$ cat src/rtl/mem_arbiter.sv
// mem_arbiter: shares one backing-memory port between the instruction refill
// path (port I, read-only) and the data refill/write-back path (port D).
// One transaction in flight at a time, round-robin on ties, optional timeout.
//
// state  | meaning
// -------+----------------------------------------------------------------
// IDLE   | no transaction; arbitrate i_req/d_req, latch the winner
// REQ    | mem_req held with latched fields; waiting for mem_ready/timeout
// ACK    | one-cycle ack pulse to the winner, err valid; update last winner
module mem_arbiter #(
    parameter int XLEN    = 32,
    parameter int TIMEOUT = 255,
    parameter int TW      = 8
) (
    input  logic            clk,
    input  logic            rst,
    input  logic            i_req,
    input  logic [XLEN-1:0] i_addr,
    output logic            i_ack,
    input  logic            d_req,
    input  logic            d_we,
    input  logic [3:0]      d_be,
    input  logic [XLEN-1:0] d_addr,
    input  logic [XLEN-1:0] d_wdata,
    output logic            d_ack,
    output logic [XLEN-1:0] rdata,
    output logic            err,
    output logic            mem_req,
    output logic            mem_we,
    output logic [3:0]      mem_be,
    output logic [XLEN-1:0] mem_addr,
    output logic [XLEN-1:0] mem_wdata,
    input  logic            mem_ready,
    input  logic [XLEN-1:0] mem_rdata,
    output logic            busy
);

    typedef enum logic [1:0] {
        S_IDLE = 2'd0,
        S_REQ  = 2'd1,
        S_ACK  = 2'd2
    } state_t;

    localparam logic PORT_I = 1'b0;
    localparam logic PORT_D = 1'b1;

    // Count value of the last REQ cycle allowed before aborting; only
    // meaningful when TIMEOUT is non-zero.
    localparam logic [TW-1:0] CNT_LAST = TW'(TIMEOUT - 1);
    localparam bit            TO_EN    = (TIMEOUT != 0);

    state_t          state_q, state_d;
    logic            last_q, last_d;
    logic            port_q, port_d;
    logic            mem_req_q, mem_req_d;
    logic            mem_we_q, mem_we_d;
    logic [3:0]      mem_be_q, mem_be_d;
    logic [XLEN-1:0] mem_addr_q, mem_addr_d;
    logic [XLEN-1:0] mem_wdata_q, mem_wdata_d;
    logic [XLEN-1:0] rdata_q, rdata_d;
    logic            err_q, err_d;
    logic [TW-1:0]   cnt_q, cnt_d;

    logic            grant_i;
    logic            grant_d;

    // Round-robin grant: a lone request wins, on a tie the port that did not
    // win last time goes first.
    always_comb begin
        grant_i = 1'b0;
        grant_d = 1'b0;
        if (i_req && d_req) begin
            grant_i = (last_q == PORT_D);
            grant_d = (last_q == PORT_I);
        end else begin
            grant_i = i_req;
            grant_d = d_req;
        end
    end

    // Next-state and datapath logic for the IDLE/REQ/ACK sequence.
    always_comb begin
        state_d     = state_q;
        last_d      = last_q;
        port_d      = port_q;
        mem_req_d   = mem_req_q;
        mem_we_d    = mem_we_q;
        mem_be_d    = mem_be_q;
        mem_addr_d  = mem_addr_q;
        mem_wdata_d = mem_wdata_q;
        rdata_d     = rdata_q;
        err_d       = err_q;
        cnt_d       = cnt_q;

        unique case (state_q)
            S_IDLE: begin
                if (grant_i) begin
                    port_d      = PORT_I;
                    mem_req_d   = 1'b1;
                    mem_we_d    = 1'b0;
                    mem_be_d    = 4'hF;
                    mem_addr_d  = i_addr;
                    mem_wdata_d = '0;
                    cnt_d       = '0;
                    state_d     = S_REQ;
                end else if (grant_d) begin
                    port_d      = PORT_D;
                    mem_req_d   = 1'b1;
                    mem_we_d    = d_we;
                    // Reads always fetch the full word.
                    mem_be_d    = d_we ? d_be : 4'hF;
                    mem_addr_d  = d_addr;
                    mem_wdata_d = d_wdata;
                    cnt_d       = '0;
                    state_d     = S_REQ;
                end
            end

            S_REQ: begin
                // mem_ready wins over a timeout landing in the same cycle.
                if (mem_ready) begin
                    mem_req_d = 1'b0;
                    err_d     = 1'b0;
                    if (!mem_we_q) begin
                        rdata_d = mem_rdata;
                    end
                    state_d = S_ACK;
                end else if (TO_EN && (cnt_q == CNT_LAST)) begin
                    mem_req_d = 1'b0;
                    rdata_d   = '0;
                    err_d     = 1'b1;
                    state_d   = S_ACK;
                end else begin
                    cnt_d = cnt_q + TW'(1);
                end
            end

            S_ACK: begin
                last_d  = port_q;
                cnt_d   = '0;
                err_d   = 1'b0;
                state_d = S_IDLE;
            end

            default: begin
                mem_req_d = 1'b0;
                err_d     = 1'b0;
                cnt_d     = '0;
                state_d   = S_IDLE;
            end
        endcase
    end

    // State and datapath registers; reset abandons any transaction silently.
    always_ff @(posedge clk or negedge rst) begin
        if (!rst) begin
            state_q     <= S_IDLE;
            last_q      <= PORT_D;
            port_q      <= PORT_I;
            mem_req_q   <= 1'b0;
            mem_we_q    <= 1'b0;
            mem_be_q    <= 4'h0;
            mem_addr_q  <= '0;
            mem_wdata_q <= '0;
            rdata_q     <= '0;
            err_q       <= 1'b0;
            cnt_q       <= '0;
        end else begin
            state_q     <= state_d;
            last_q      <= last_d;
            port_q      <= port_d;
            mem_req_q   <= mem_req_d;
            mem_we_q    <= mem_we_d;
            mem_be_q    <= mem_be_d;
            mem_addr_q  <= mem_addr_d;
            mem_wdata_q <= mem_wdata_d;
            rdata_q     <= rdata_d;
            err_q       <= err_d;
            cnt_q       <= cnt_d;
        end
    end

    // Acks are decoded from the registered state, so they are one-cycle
    // pulses and can never be asserted together.
    always_comb begin
        i_ack     = (state_q == S_ACK) && (port_q == PORT_I);
        d_ack     = (state_q == S_ACK) && (port_q == PORT_D);
        busy      = (state_q != S_IDLE);
        err       = err_q;
        rdata     = rdata_q;
        mem_req   = mem_req_q;
        mem_we    = mem_we_q;
        mem_be    = mem_be_q;
        mem_addr  = mem_addr_q;
        mem_wdata = mem_wdata_q;
    end

endmodule

$ cat config.mk
export PLATFORM = sky130hd
export DESIGN_NAME = mem_arbiter
export DESIGN_NICKNAME = d
export VERILOG_FILES = /design/src/rtl/mem_arbiter.sv
export SDC_FILE = /design/constraint.sdc
export NUM_CORES = 1
export LEC_CHECK = 0
export CAP_MARGIN = 20
export CORE_MARGIN = 3
export CORE_UTILIZATION = 40
export CTS_BUF_LIST = sky130_fd_sc_hd__clkbuf_4 sky130_fd_sc_hd__clkbuf_8 sky130_fd_sc_hd__clkbuf_16
export CTS_CLUSTER_DIAMETER = 200
export DETAILED_ROUTE_END_ITERATION = 12
export DONT_BUFFER_PORTS = 1
export GPL_ROUTABILITY_DRIVEN = 0
export MAX_ROUTING_LAYER = met4
export PLACE_DENSITY = 0.63
export SKIP_LAST_GASP = 1
export SLEW_MARGIN = 25
export SYNTH_ARGS = -nofsm -noshare
export SYNTH_HDL_FRONTEND = slang
export SYNTH_SLANG_ARGS = --single-unit
export TNS_END_PERCENT = 5
$ cat constraint.sdc
create_clock -name clk -period 4.6 [get_ports clk]
set_clock_uncertainty 0.05 [all_clocks]
set_input_delay 0.46 -clock clk [delete_from_list [all_inputs] [get_ports clk]]
set_output_delay 0.46 -clock clk [all_outputs]
set_load 0.1 [all_outputs]
Word-level counts from Yosys, hierarchy flattened
Cells that the tools add are included.
{"block": "classes", "mux": 33, "n_reduce_logical": 13, "n_bitwise": 4, "addsub": 1, "eq_ne": 8}
{"operator": "2-to-1 mux 32 bit", "count": 7}
{"operator": "2-to-1 mux 8 bit", "count": 4}
{"operator": "case mux 8 bit (2 select lines)", "count": 1}
{"operator": "2-to-1 mux 4 bit", "count": 3}
{"operator": "2-to-1 mux 1 bit", "count": 11}
{"operator": "AND reduction 3 bit", "count": 3}
{"operator": "adder 8 x 1 -> 8 bit, second input constant", "count": 1}
{"operator": "equality test 8 bit, second input constant", "count": 1}
{"operator": "2-to-1 mux 2 bit", "count": 4}
{"operator": "!= test 2 bit, second input constant", "count": 3}
{"operator": "!= test 3 bit, second input constant", "count": 2}
{"operator": "AND reduction 2 bit", "count": 3}
{"operator": "nonzero test 2 bit", "count": 3}
{"operator": "NOT 1 bit", "count": 4}
{"operator": "case mux 2 bit (2 select lines)", "count": 1}
{"operator": "logical AND 1 bit", "count": 3}
{"operator": "case mux 1 bit (3 select lines)", "count": 1}
{"operator": "equality test 2 x 1 -> 1 bit, second input constant", "count": 1}
{"operator": "equality test 2 bit, second input constant", "count": 1}
{"operator": "zero test 2 bit", "count": 1}
{"operator": "case mux 1 bit (2 select lines)", "count": 1}
{"block": "totals", "register_bits": 115, "word_cells": 70, "output_inout_bits": 106}

Longest topological paths before layout
Gate-level depths: netlist of run 1.
{"block": "logic_depth", "ltp_word": 5, "mapped_depth": 7}

Least setup slack after synthesis of run 1
Ideal clock, no wire load.
{"block": "synth_path", "path_type": "reg-to-output", "startpoint": "register state_q[0]", "endpoint": "output port d_ack", "path_slack_ns": 2.210, "required_ns": 4.090, "path_buffers": 0, "t_arrival_ns": 1.880, "path_stages_with_launch": 3, "cell_sequence": "dfrtp_1 -> nand2b_1 -> nor2_1"}
{"block": "synth_via", "elab_chain_cells": 2}
{"element": "start: declaration", "line_no": "52", "text": "state_t state_q, state_d;"}
{"element": "start signal: assignment", "line_no": "169", "text": "state_q <= state_d;"}
{"element": "equality test 2 bit", "line_no": "187", "text": "d_ack = (state_q == S_ACK) && (port_q == PORT_D);"}
{"element": "logical AND 1 bit", "line_no": "187"}
{"element": "end: declaration", "line_no": "25", "text": "output logic d_ack,"}
Every way passes these cells.

Worst setup path in the final report of run 1
{"block": "layout_path", "startpoint": "register state_q[0]", "endpoint": "output port i_ack"}
{"block": "layout_via", "elab_chain_cells": 2}
{"element": "equality test 2 bit", "line_no": "186", "text": "i_ack = (state_q == S_ACK) && (port_q == PORT_I);"}
{"element": "logical AND 1 bit", "line_no": "186"}
{"element": "end: declaration", "line_no": "19", "text": "output logic i_ack,"}
Every way passes these cells.

==> results of run 1 <==
==> cell type report <==
| class | instances | area share, % |
|---|---|---|
| clock buffer | 18 | 8.165 |
| clock inverter | 13 | 2.535 |
| inverter | 5 | 0.3489 |
| multi-input combinational | 238 | 30.82 |
| sequential | 115 | 53.52 |
| tap | 140 | 3.257 |
| timing repair buffer | 4 | 1.349 |
==> routing by layer <==
metal	vias to the layer above	routed length, um	track usage (%)
met4	0	142	5.780
met5	-	0	-
li1	1401	-	-
met3	12	1509	9.567
met1	1423	4285	19.11
met2	196	5239	26.15
==> state kept, by name, indices dropped and copies added (netlist names) <==
signal and flops:
mem_we 1, cnt_q 8, err 1, mem_be 4, last_q 1, port_q 1
mem_req 1, mem_addr 32, rdata 32, mem_wdata 32, state_q 2
==> cell families (layout without fill, tap and decap cells) <==
group | Yosys count | count (layout) | synth area share (%)
AOI/OAI and AO/OA | 129 | 129 | 19.76
DFF | 115 | 115 | 61.36
and+or+nand+nor | 75 | 75 | 7.467
buffers and inverters | 33 | 40 | 4.053
muxes | 32 | 32 | 6.827
adders and majority gates | 2 | 2 | 0.5332
==> repair_timing <==
item	CTS	global route
setup buffers	0	0
hold buffers	2	0
hold endpoints to repair	115	0
==> per-stage QoR <==
step / setup WS, ns / util [%] / cell area, um^2 / cells
2_1_floorplan: 2.210 / - / 4692 / 386
3_3_place_gp: 2.162 / 42.45 / 4723 / 499
3_5_place_dp: 2.105 / 42.52 / 4731 / 499
4_1_cts: 2.099 / 48.03 / 5344 / 532
5_1_grt: 2.027 / 48.35 / 5379 / 533
6_report: 2.109 / 48.35 / 5379 / 533
==> synth_stat cells, types with 3 or more instances <==
cell | instances | area [um^2]
inv_1 | 5 | 18.77
a31oi_1 | 8 | 50.05
buf_6 | 4 | 45.04
a21o_1 | 3 | 22.52
o21ai_0 | 30 | 150.1
nand3_1 | 3 | 15.01
dfrtp_1 | 114 | 2853
buf_4 | 5 | 37.54
a22o_1 | 64 | 560.5
o21ai_1 | 7 | 35.03
mux2i_1 | 32 | 320.3
and3_1 | 3 | 18.77
clkbuf_1 | 5 | 18.77
buf_2 | 14 | 70.07
nand2_1 | 40 | 150.1
nor2_1 | 13 | 48.80
a21oi_1 | 9 | 45.04
==> path summary, 6_finish.rpt <==
check,from,slack (ns),endpoint,depth (start not counted)
min in group asynchronous,rst,0.63,rdata[11],2
worst min-delay path,d_we,0.09,mem_be[0],1
max in group asynchronous,rst,3.46,mem_addr[20],2
worst min register to register,cnt_q[6],0.47,cnt_q[6],1
worst max register to register,mem_we,2.38,rdata[4],3
worst max-delay path,state_q[0],2.11,i_ack,2
==> flow_metrics.env, run 1 <==
export IMPL_synth_area_per_cell_um2=12.16
export IMPL_ys_seq_area_share_pct=61.36
export IMPL_antenna_found_initial=0
export IMPL_pin_count=244
export IMPL_cts_tree="done"
export IMPL_path_delay_family="simple AND/OR/NAND/NOR gates"
export IMPL_cts_buffer_depth=2
export IMPL_cp_max_fo=8
export IMPL_dieArea_um2=13070
export IMPL_dr_pass1_iters=4
export IMPL_status="completed"
export IMPL_drt_iter0_markers=135
export IMPL_fmax_mhz=401.4
export IMPL_crit_buf_inv=0
export IMPL_cts_htree_levels=4
export IMPL_numPortBuffers=0
export IMPL_ys_types=37
export IMPL_timing_worst_slew_pin_value_ns=1.079
export IMPL_grt_max_degree=116
export IMPL_netlist_area_um2=4692
export IMPL_drc=0
export IMPL_arrival_ns=1.98
export IMPL_drive_above_1_share_pct=11.70
export IMPL_vias_per_cell=5.689
export IMPL_dp_hpwl_mm=7.969
export IMPL_avgRoutedWirePerCell_um=20.97
export IMPL_whs_ns=0.09279
export IMPL_grt_pass1_vias=3122
export IMPL_crit_type="flip-flop to output pin"
export IMPL_clockRootBuffer="clkbuf_16"
export IMPL_nNetsFinal=521
export IMPL_layout_common_cells="dfrtp_1 (114), a22o_1 (64), nand2_1 (40)"
export IMPL_area_growth_pct=14.64
export IMPL_post_cts_resize_count=0
export IMPL_overflow=0
export IMPL_synth_ff_type="dfrtp_1"
export IMPL_cp_slowest_cell="nor2_2"
export IMPL_fin_setup_tns_ns=0
export IMPL_grt_usage_pct=17.16
export IMPL_postRouteAntennaNets=0
export IMPL_multiInputGateArea_um2=1658
export IMPL_die_height_um=114.3
export IMPL_clock_latency_ns=0.41
export IMPL_slew_viol_final=0
export IMPL_hp_class="input port to flip-flop"
export IMPL_ys_ff_latch=115
export IMPL_numCtsBuffers=17
export IMPL_coreArea_um2=11130
export IMPL_initial_core_util_pct=42.17
export IMPL_grt_setup_unrepaired="no"
export IMPL_synth_edf_count=0
export IMPL_ys_async_sr_fraction_pct=100.0
export IMPL_filler_cell_count=1033
export IMPL_cts_sinks=115
export IMPL_grt_pass1_wl_mm=16.37
export IMPL_max_cap_violations=0
export IMPL_num_vias=3032
export IMPL_clk_pin_slew_ns=0.05
export IMPL_seqCellArea_um2=2879
export IMPL_die_w_um=114.3
export IMPL_worstSetupEndpointType="output pin"
export IMPL_crit_chain="nand2b_1 > nor2_2"
export IMPL_diodes=0
export IMPL_final_common_cell="dfrtp_1"
export IMPL_wl_mm=11.18
export IMPL_startpoint_type="flip-flop"
export IMPL_row_count=38
export IMPL_cp_slowest_stage_delay_ns=0.86
export IMPL_hold_violations=0
export IMPL_post_route_period_util_pct=54.15
export IMPL_syn_inst=386
export IMPL_syn_nets=526
export IMPL_cp_required_ns=4.09
export IMPL_yosys_warnings=0
export IMPL_post_route_min_period_ns=2.491
export IMPL_setup_viol=0
export IMPL_max_slew_margin_pct=27.96
Power of run 1 is not shown: default switching activity piles up to over one toggle a cycle in this logic, so the estimate is an artifact.
==> run 2: changes to the inputs <==
- PLACE_DENSITY: 0.63 -> 0.65
- clock period: 4.6 -> 2.09 ns (I/O delays scaled with it)
==> run 2 against run 1 <==
  * The flow now stops in 4_1_cts
  * Area after synthesis stayed put
  * Synthesized cell count stayed put
==> flow_metrics.env, run 2 <==
export IMPL_synthTopCellsByArea="dfrtp_1 (61%), a22o_1 (12%), mux2i_1 (6.8%)"
export IMPL_initial_core_util_pct=42.17
export IMPL_cts_setup_buffers=0
export IMPL_syn_inst=386
export IMPL_status="did not finish"
export IMPL_dpl_cell_area_um2=5584
export IMPL_error="[ERROR RSZ-0060] Max buffer count reached."
export IMPL_synth_ff_type="dfrtp_1"
export IMPL_synth_edf_count=0
export IMPL_synth_most_common_cell="dfrtp_1"
export IMPL_netlist_area_um2=4692
export IMPL_synthXorXnorAreaFrac_pct=0
export IMPL_ys_async_sr_fraction_pct=100.0
export IMPL_pre_cts_slack_ns=0.1543
export IMPL_yosys_warnings=0
export IMPL_numCtsBuffers=17
export IMPL_synth_compound_area_share_pct=19.76
export IMPL_cts_sinks=115
export IMPL_clockRootBuffer="clkbuf_16"
export IMPL_synth_simple_area_share_pct=7.467
export IMPL_postCtsHoldBufs=130
export IMPL_dp_hpwl_mm=8.677
export IMPL_synth_adder_area_share_pct=0.5333
export IMPL_cts_buffer_depth=2
export IMPL_synth_top_area_cell="dfrtp_1"
export IMPL_syn_nets=526
export IMPL_synth_area_per_cell_um2=12.16
export IMPL_die_w_um=114.3
export IMPL_numPortBuffers=0
export IMPL_die_height_um=114.3
export IMPL_lastStage="4_1_cts"
export IMPL_synth_mux_area_share_pct=6.827
export IMPL_ys_seq_area_share_pct=61.36
export IMPL_yosys_area_top_type_share_pct=60.80
export IMPL_cts_htree_levels=4
export IMPL_pin_count=244
export IMPL_synth_common_cells="dfrtp_1 (114), a22o_1 (64), nand2_1 (40)"
export IMPL_synth_top_family_by_area="compound AO/OA/AOI/OAI gates"
export IMPL_post_cts_resize_count=0
export IMPL_row_count=38
export IMPL_ys_types=37
export IMPL_ys_ff_latch=115
run 2: cell counts after synthesis:
Identical to the previous run, type by type.
run 2: kinds of logic after synthesis:
| group | count (synthesis) |
|---|---|
| AO/OA/AOI/OAI | 129 |
| adder cells (fa/ha/maj) | 2 |
| buffers and inverters | 33 |
| flip-flops | 115 |
| multiplexers | 32 |
| AND/OR/NAND/NOR | 75 |
run 2: stage by stage:
stage          setup TNS, ns  hold slack, ns  cells
2_1_floorplan       -0.03306         -0.1366    386
3_3_place_gp               0         -0.1334    612
3_5_place_dp               0         -0.1324    612
==> run 3: changes to the inputs <==
- CORE_UTILIZATION: 40 -> 25
- CTS_BUF_LIST: sky130_fd_sc_hd__clkbuf_4 sky130_fd_sc_hd__clkbuf_8 sky130_fd_sc_hd__clkbuf_16 -> unset
- CTS_CLUSTER_DIAMETER: 200 -> unset
- MAX_ROUTING_LAYER: met4 -> unset
- PLACE_DENSITY: 0.65 -> unset
- PLACE_DENSITY_LB_ADDON: unset -> 0.15
- clock period: 2.09 -> 2.7 ns (I/O delays scaled with it)
==> run 3 against run 2 <==
  * The flow now finishes, with violations (negative hold slack)
==> flow_metrics.env, run 3 (synthesis gave the netlist of run 1 again) <==
export IMPL_filler_cell_count=1763
export IMPL_dr_pass1_iters=4
export IMPL_worstSetupEndpointType="flip-flop"
export IMPL_arrival_ns=2.58
export IMPL_clk_pin_slew_ns=0.06
export IMPL_antenna_found_initial=0
export IMPL_setup_viol=0
export IMPL_dp_hpwl_mm=8.575
export IMPL_timing_worst_slew_pin_value_ns=0.9732
export IMPL_clockRootBuffer="clkbuf_16"
export IMPL_violations="negative hold slack"
export IMPL_grt_max_degree=116
export IMPL_clock_latency_ns=0.40
export IMPL_post_route_min_period_ns=2.343
export IMPL_coreArea_um2=18210
export IMPL_grt_pass1_wl_mm=19.67
export IMPL_cp_slowest_cell="dlygate4sd3_1"
export IMPL_cts_sinks=115
export IMPL_pin_count=244
export IMPL_hold_violations=115
export IMPL_cts_setup_buffers=0
export IMPL_vias_per_cell=4.789
export IMPL_die_w_um=143.0
export IMPL_num_vias=3400
export IMPL_area_growth_pct=35.04
export IMPL_slew_viol_final=0
export IMPL_drt_iter0_markers=137
export IMPL_post_place_cells=598
export IMPL_drive_above_1_share_pct=10.60
export IMPL_layout_common_cells="dfrtp_1 (114), dlygate4sd3_1 (80), a22o_1 (64)"
export IMPL_cts_tree="done"
export IMPL_wl_mm=13.20
export IMPL_overflow=0
export IMPL_cp_required_ns=2.94
export IMPL_postCtsHoldBufs=80
export IMPL_cp_common_cell="or2_4"
export IMPL_final_cells=710
export IMPL_startpoint_type="flip-flop"
export IMPL_initial_core_util_pct=25.77
export IMPL_fin_setup_tns_ns=0
export IMPL_crit_chain="or2_4 > or2_4 > nor2_1 > a31oi_1 > dlygate4sd3_1"
export IMPL_final_common_cell="dfrtp_1"
export IMPL_grt_pass1_vias=3588
export IMPL_postRouteAntennaNets=0
export IMPL_hp_class="input port to async pin"
export IMPL_row_count=49
export IMPL_avgRoutedWirePerCell_um=18.59
export IMPL_cts_buffer_depth=2
export IMPL_fmax_mhz=426.8
export IMPL_cp_slowest_stage_delay_ns=0.56
export IMPL_drc=0
export IMPL_postLayoutCoreUtil_pct=34.80
export IMPL_post_cts_resize_count=0
export IMPL_cts_htree_levels=4
export IMPL_crit_type="flip-flop to flip-flop"
export IMPL_multiInputGateArea_um2=1650
export IMPL_die_height_um=143.0
export IMPL_post_route_period_util_pct=86.78
export IMPL_design_area_um2=6336
export IMPL_numPortBuffers=0
export IMPL_status="finished with violations"
export IMPL_max_slew_margin_pct=35.12
export IMPL_dpl_cell_area_um2=4942
export IMPL_whs_ns=-0.4829
export IMPL_grt_usage_pct=12.62
export IMPL_dieArea_um2=20450
export IMPL_grt_setup_unrepaired="no"
export IMPL_max_cap_violations=0
export IMPL_diodes=0
export IMPL_seqCellArea_um2=2879
export IMPL_numCtsBuffers=17
export IMPL_cp_max_fo=42
export IMPL_nNetsFinal=608
[run 3: final timing paths]
check	to	slack (ns)	cells past startpoint	from
setup reg to reg	mem_be[0]	0.36	5	state_q[0]
hold reg to reg	port_q	0.47	1	port_q
setup / recovery	mem_be[0]	0.36	5	state_q[0]
min in group clk	mem_addr[22]	0.02	2	i_addr[22]
hold / removal	cnt_q[6]	-0.48	0	rst
max in group asynchronous	last_q	2.86	0	rst
[run 3: critical path: cells and delay by family (launching register included)]
| family | cells | cell delay, ns |
|---|---|---|
| buffers and inverters | 1 | 0.56 |
| AO/OA/AOI/OAI | 1 | 0.09 |
| flip-flops | 1 | 0.45 |
| AND/OR/NAND/NOR | 3 | 1.06 |
[run 3: area by class of cell]
class | instances | area share [%]
inverter | 5 | 0.2962
timing repair buffer | 91 | 14.34
clock buffer | 19 | 6.833
sequential | 115 | 45.44
multi-input combinational | 238 | 26.05
clock inverter | 13 | 2.528
tap | 229 | 4.522
[run 3: per-stage QoR]
| step | hold WS [ns] | setup WS [ns] |
|---|---|---|
| floorplan | -0.07559 | 0.5003 |
| global placement | -0.06998 | 0.3407 |
| detailed placement | -0.06940 | 0.6190 |
| CTS | -0.5167 | 0.3508 |
| global route | -0.5221 | 0.2544 |
| finish | -0.4829 | 0.3570 |
[run 3: metal layers]
| layer | GRT usage [%] | wire, um | vias up |
|---|---|---|---|
| met1 | 14.66 | 5383 | 1639 |
| li1 | - | - | 1575 |
| met3 | 6.564 | 1416 | 9 |
| met4 | 3.752 | 98 | 0 |
| met5 | 0 | 0 | - |
| met2 | 20.38 | 6303 | 177 |
Power of run 3 is left out for the same reason.
